===== src/rtl/player_shot_ctrl.sv =====
// Player laser shot: launches on fire press at the cannon, climbs SHOT_SPEED px per frame, retires off-top or on hit.
// Latency: shot_active/shot_x/shot_y/shot_fired update 1 cycle after the launching fire_btn sample.
// Backpressure: none; presses while a shot is in flight are dropped. Optional PLAYER_SHOT_AUTOFIRE_EN enables level-triggered refire.
module player_shot_ctrl #(
  parameter int XW         = 10,
  parameter int YW         = 10,
  parameter int PLAYER_Y   = 440,
  parameter int SHOT_H     = 8,
  parameter int X_OFFSET   = 7,
  parameter int SHOT_SPEED = 4
) (
  input  logic          clk,
  input  logic          rst_n,
  input  logic          fire_btn,
  input  logic          frame_tick,
  input  logic [XW-1:0] player_x,
  input  logic          hit,
  output logic          shot_active,
  output logic [XW-1:0] shot_x,
  output logic [YW-1:0] shot_y,
  output logic          shot_fired
);

  localparam logic [YW-1:0] LAUNCH_Y = YW'(PLAYER_Y - SHOT_H);
  localparam logic [XW-1:0] X_OFF    = XW'(X_OFFSET);
  localparam logic [YW-1:0] SPEED    = YW'(SHOT_SPEED);

  typedef enum logic {
    IDLE,
    FLYING
  } state_t;

  state_t        state, state_nxt;
  logic [XW-1:0] shot_x_nxt;
  logic [YW-1:0] shot_y_nxt;
  logic          shot_fired_nxt;
  logic          fire_q;
  logic          launch;

  // Previous button level; resets high so a press held through reset is not a fresh edge.
  always_ff @(posedge clk or negedge rst_n) begin
    if (!rst_n) fire_q <= 1'b1;
    else        fire_q <= fire_btn;
  end

`ifdef PLAYER_SHOT_AUTOFIRE_EN
  logic armed;

  // Arms level-triggered fire once the button has been seen released after reset.
  always_ff @(posedge clk or negedge rst_n) begin
    if (!rst_n)       armed <= 1'b0;
    else if (!fire_q) armed <= 1'b1;
  end

  assign launch = fire_btn & (~fire_q | armed);
`else
  assign launch = fire_btn & ~fire_q;
`endif

  // State and shot registers.
  always_ff @(posedge clk or negedge rst_n) begin
    if (!rst_n) begin
      state      <= IDLE;
      shot_x     <= '0;
      shot_y     <= '0;
      shot_fired <= 1'b0;
    end else begin
      state      <= state_nxt;
      shot_x     <= shot_x_nxt;
      shot_y     <= shot_y_nxt;
      shot_fired <= shot_fired_nxt;
    end
  end

  // Next-state: launch from IDLE; in flight, hit beats frame_tick, and an off-top shot retires instead of wrapping.
  always_comb begin
    state_nxt      = state;
    shot_x_nxt     = shot_x;
    shot_y_nxt     = shot_y;
    shot_fired_nxt = 1'b0;
    case (state)
      IDLE: begin
        if (launch) begin
          state_nxt      = FLYING;
          shot_x_nxt     = player_x + X_OFF;
          shot_y_nxt     = LAUNCH_Y;
          shot_fired_nxt = 1'b1;
        end
      end
      FLYING: begin
        if (hit) begin
          state_nxt = IDLE;
        end else if (frame_tick) begin
          if (shot_y < SPEED) state_nxt  = IDLE;
          else                shot_y_nxt = shot_y - SPEED;
        end
      end
      default: state_nxt = IDLE;
    endcase
  end

  assign shot_active = (state == FLYING);

endmodule


===== config.mk =====
export PLATFORM = sky130hd
export DESIGN_NAME = player_shot_ctrl
export DESIGN_NICKNAME = d
export VERILOG_FILES = /design/src/rtl/player_shot_ctrl.sv
export SDC_FILE = /design/constraint.sdc
export NUM_CORES = 1
export LEC_CHECK = 0
export BUFFER_PORTS_ARGS = -buffer_cell sky130_fd_sc_hd__buf_2
export CORE_MARGIN = 2
export CORE_UTILIZATION = 30
export CTS_CLUSTER_SIZE = 10
export DETAILED_ROUTE_END_ITERATION = 8
export GPL_ROUTABILITY_DRIVEN = 0
export MAX_ROUTING_LAYER = met4
export RECOVER_POWER = 25
export SLEW_MARGIN = 20
export SYNTH_ARGS = -nofsm -noshare
export SYNTH_HDL_FRONTEND = slang
export SYNTH_SLANG_ARGS = --single-unit

===== constraint.sdc =====
create_clock -name clk -period 2.9 [get_ports clk]
set_clock_uncertainty 0.05 [all_clocks]
set_input_delay 0.29 -clock clk [delete_from_list [all_inputs] [get_ports clk]]
set_output_delay 0.29 -clock clk [all_outputs]
set_load 0.01 [all_outputs]

==> qor.txt <==
ratio of cells with drive above 1 in the final layout - 0.302
effective utilization at floorplan - 0.315
count of clock tree sinks - 21
time the final worst path needs with I/O delays and setup - 2.17 ns
register-to-register setup slack - 0.73 ns
share of total power consumed by net switching - 0.320
achievable clock frequency - 0.461 GHz
maximum vdd drop - 0.184 mV
total DRC errors in the routed layout - 0
Routed Antenna Nets - 0
number of vias per cell - 4.76
Row Count - 21
signed area change from the synthesized netlist to the final layout - 21.5%
Final Hold Fails - 0
grt ovf - 0
cell-by-cell listing of the critical path - inv_1 > ha_1 > or3b_1 > o311ai_4 > or4_1 > mux2i_1
cell family with most CP delay - simple AND/OR/NAND/NOR gates
Final Cycle Share - 0.749
core region area - 3390 um2
post-route setup TNS - 0 ns
mean cell area of the mapped netlist - 10.2 um2
fraction of post-synthesis cell area in the top cell type by area - 0.469
clock slew at reported path FFs - 0.12 ns
max-slew violation count - 0
headroom to the max-slew limit - 0.218
total power consumption of the routed design - 679 uW
Detailed Route Iter0 Violations - 43
number of buffer cells added on primary ports - 34
worst-path cell with the longest stage delay - sky130_fd_sc_hd__or3b_1
Yosys top cell by area - sky130_fd_sc_hd__dfrtp_1
overall die height - 63.6 um
leading post-synthesis cells by cell area - sky130_fd_sc_hd__dfrtp_1 47%, sky130_fd_sc_hd__o21ai_0 5.2%, sky130_fd_sc_hd__xor2_1 4.9%
overall routed net length - 2360 um
outcome - finished, final reports clean
number of detailed-routing iterations run before antenna repair - 4
number of library cell types mapped by synthesis - 36
final setup violation count - 0
total number of yosys warnings - 0
number of enable-type register cells in the synthesized netlist - 0
Die ar. - 4050 um2
I/O pin count - 37
leakage power figure - 0.622 nW
switching power - 217 uW
most common cell in the synthesized netlist - sky130_fd_sc_hd__dfrtp_1
Pint - 462 uW
post-CTS setup repair buffer count - 0
worst path buffer plus inverter count - 1
number of antenna violations at the first check in global routing - 0
via count of the first global-routing pass - 902
H-tree lvl count - 1
Max Cap Viol - 0
clock insertion delay at the later pin of the skew report - 0.30 ns
endpoint type of the worst setup path - flop
first-pass GRT wire length - 4040 um
type of element launching the critical path - flop
DR vias - 881
estimated wirelength of the detail-placed design - 1740 um
Worst Path Class, Setup - reg -> reg
Root Buffer - sky130_fd_sc_hd__clkbuf_4
gate count of the mapped netlist - 105
number of antenna repair diodes - 0
relative contribution of the clock network to total power - 0.209
pin count of the biggest net entering global routing - 28
portion of total power attributed to combinational logic - 0.250
clock buffer depth - 2
arrival time of the worst setup path - 2.35 ns
unrepaired setup endpoints after global routing - no
sequential cell area fraction in the yosys report - 0.494
top fanout value on the critical path - 10
Die Span X - 63.6 um
count of state elements after synthesis - 21
required arrival time at the worst endpoint - 3.08 ns
number of buffers created by CTS - 3
post-synthesis instance area - 1070 um2
total power divided by cell area - 524 nW/um2
async set-or-reset flop fraction in the synthesized netlist - 1.00
delay contributed by the slowest stage of the critical path - 0.49 ns
share of total power in sequential cells - 0.541
GR Util All Layers - 0.130
Main synth FF type - sky130_fd_sc_hd__dfrtp_1
CTS resizes - 0
Min-Delay Path Class - in -> reg
net count reported at finish - 157
CTS tree - yes
top post-synthesis cells by count - 20 x sky130_fd_sc_hd__dfrtp_1, 13 x sky130_fd_sc_hd__nand2_1, 11 x sky130_fd_sc_hd__o21ai_0
slew of the pin with the lowest slew margin - 1.17 ns
final routed wire length divided by cell count - 12.7 um
worst reg2reg max path, cell delays in order, from the launching register on:
cell                       delay [ns]
sky130_fd_sc_hd__dfrtp_1         0.43
sky130_fd_sc_hd__inv_1           0.07
sky130_fd_sc_hd__ha_1            0.18
sky130_fd_sc_hd__or3b_1          0.49
sky130_fd_sc_hd__o311ai_4        0.49
sky130_fd_sc_hd__or4_1           0.20
sky130_fd_sc_hd__mux2i_1         0.19
flip-flops by register name (all words and copies together), names as in the netlist:
name and count:
shot_y 8, shot_x 10, shot_active 1, shot_fired 1, fire_q 1
cells in the final DEF, fill, tap and decap left out, types with 3 or more instances in the layout:
cell type,n
sky130_fd_sc_hd__nand3_1,5
sky130_fd_sc_hd__dfrtp_1,20
sky130_fd_sc_hd__clkbuf_4,3
sky130_fd_sc_hd__buf_2,33
sky130_fd_sc_hd__o21ai_0,11
sky130_fd_sc_hd__xor2_1,6
sky130_fd_sc_hd__nand2b_1,3
sky130_fd_sc_hd__inv_1,7
sky130_fd_sc_hd__nand2_1,13
layer usage:
metal / GRT usage / share of wire / vias up
li1: - / - / 439
met1: 0.156 / 0.47 / 415
met2: 0.211 / 0.46 / 25
met3: 0.0268 / 0.048 / 2
met4: 0.0571 / 0.014 / 0
met5: - / 0 / -
worst paths after layout:
check,end,start,cells after the start
max,shot_y[7],shot_y[2],6
min,fire_q,fire_btn,1
max reg2reg,shot_y[7],shot_y[2],6
min reg2reg,shot_x[9],shot_x[9],2
max in group asynchronous,shot_x[7],rst_n,2
min in group asynchronous,shot_y[7],rst_n,2
cells by family (layout without fill, tap and decap cells):
logic type,Yosys count,in the layout,share of synthesized area
XOR/XNOR,6,6,0.0492
multiplexers,2,2,0.0188
AO/OA/AOI/OAI,23,23,0.162
flip-flops,21,21,0.494
AND/OR/NAND/NOR,37,37,0.190
other,1,2,0.00351
buffers and inverters,13,46,0.0598
adder cells (fa/ha/maj),2,2,0.0234
area by class of cell:
cell class / count / area [um2]
multi-input cells: 72 / 480
inverters: 7 / 26.3
clock buffers: 4 / 26.3
well taps: 46 / 57.6
fillers: 366 / 2090
repair buffers: 35 / 179
flip-flops and latches: 21 / 527
power groups by stage:
stage          Sequential [mW]  Combinational, mW  Clock (mW)
6_report                 0.367              0.170       0.142
4_1_cts                  0.369              0.174       0.151
3_5_place_dp             0.374              0.173           0
5_1_grt                  0.374              0.196       0.160
3_3_place_gp             0.373              0.167           0
2_1_floorplan            0.392             0.0721           0
what timing repair did:
| action | 4_1_cts | 5_1_grt |
|---|---|---|
| setup endpoints to repair | 0 | 0 |
| endpoints found under the hold margin | 20 | 0 |
| hold buffers | 1 | 0 |
per-stage QoR:
stage / std cells / hold slack, ns / utilization / setup WS (ns) / instance area (um2)
after floorplan: 106 / -0.0556 / - / 0.926 / 1070
after global placement: 180 / 0.227 / 0.372 / 0.879 / 1260
after detailed placement: 180 / 0.230 / 0.372 / 0.772 / 1260
after CTS: 185 / 0.0191 / 0.383 / 0.744 / 1300
after global routing: 185 / 0.0133 / 0.382 / 0.613 / 1300
final: 185 / 0.0380 / 0.382 / 0.729 / 1300
No activity file was read; power rests on OpenSTA's default activity.
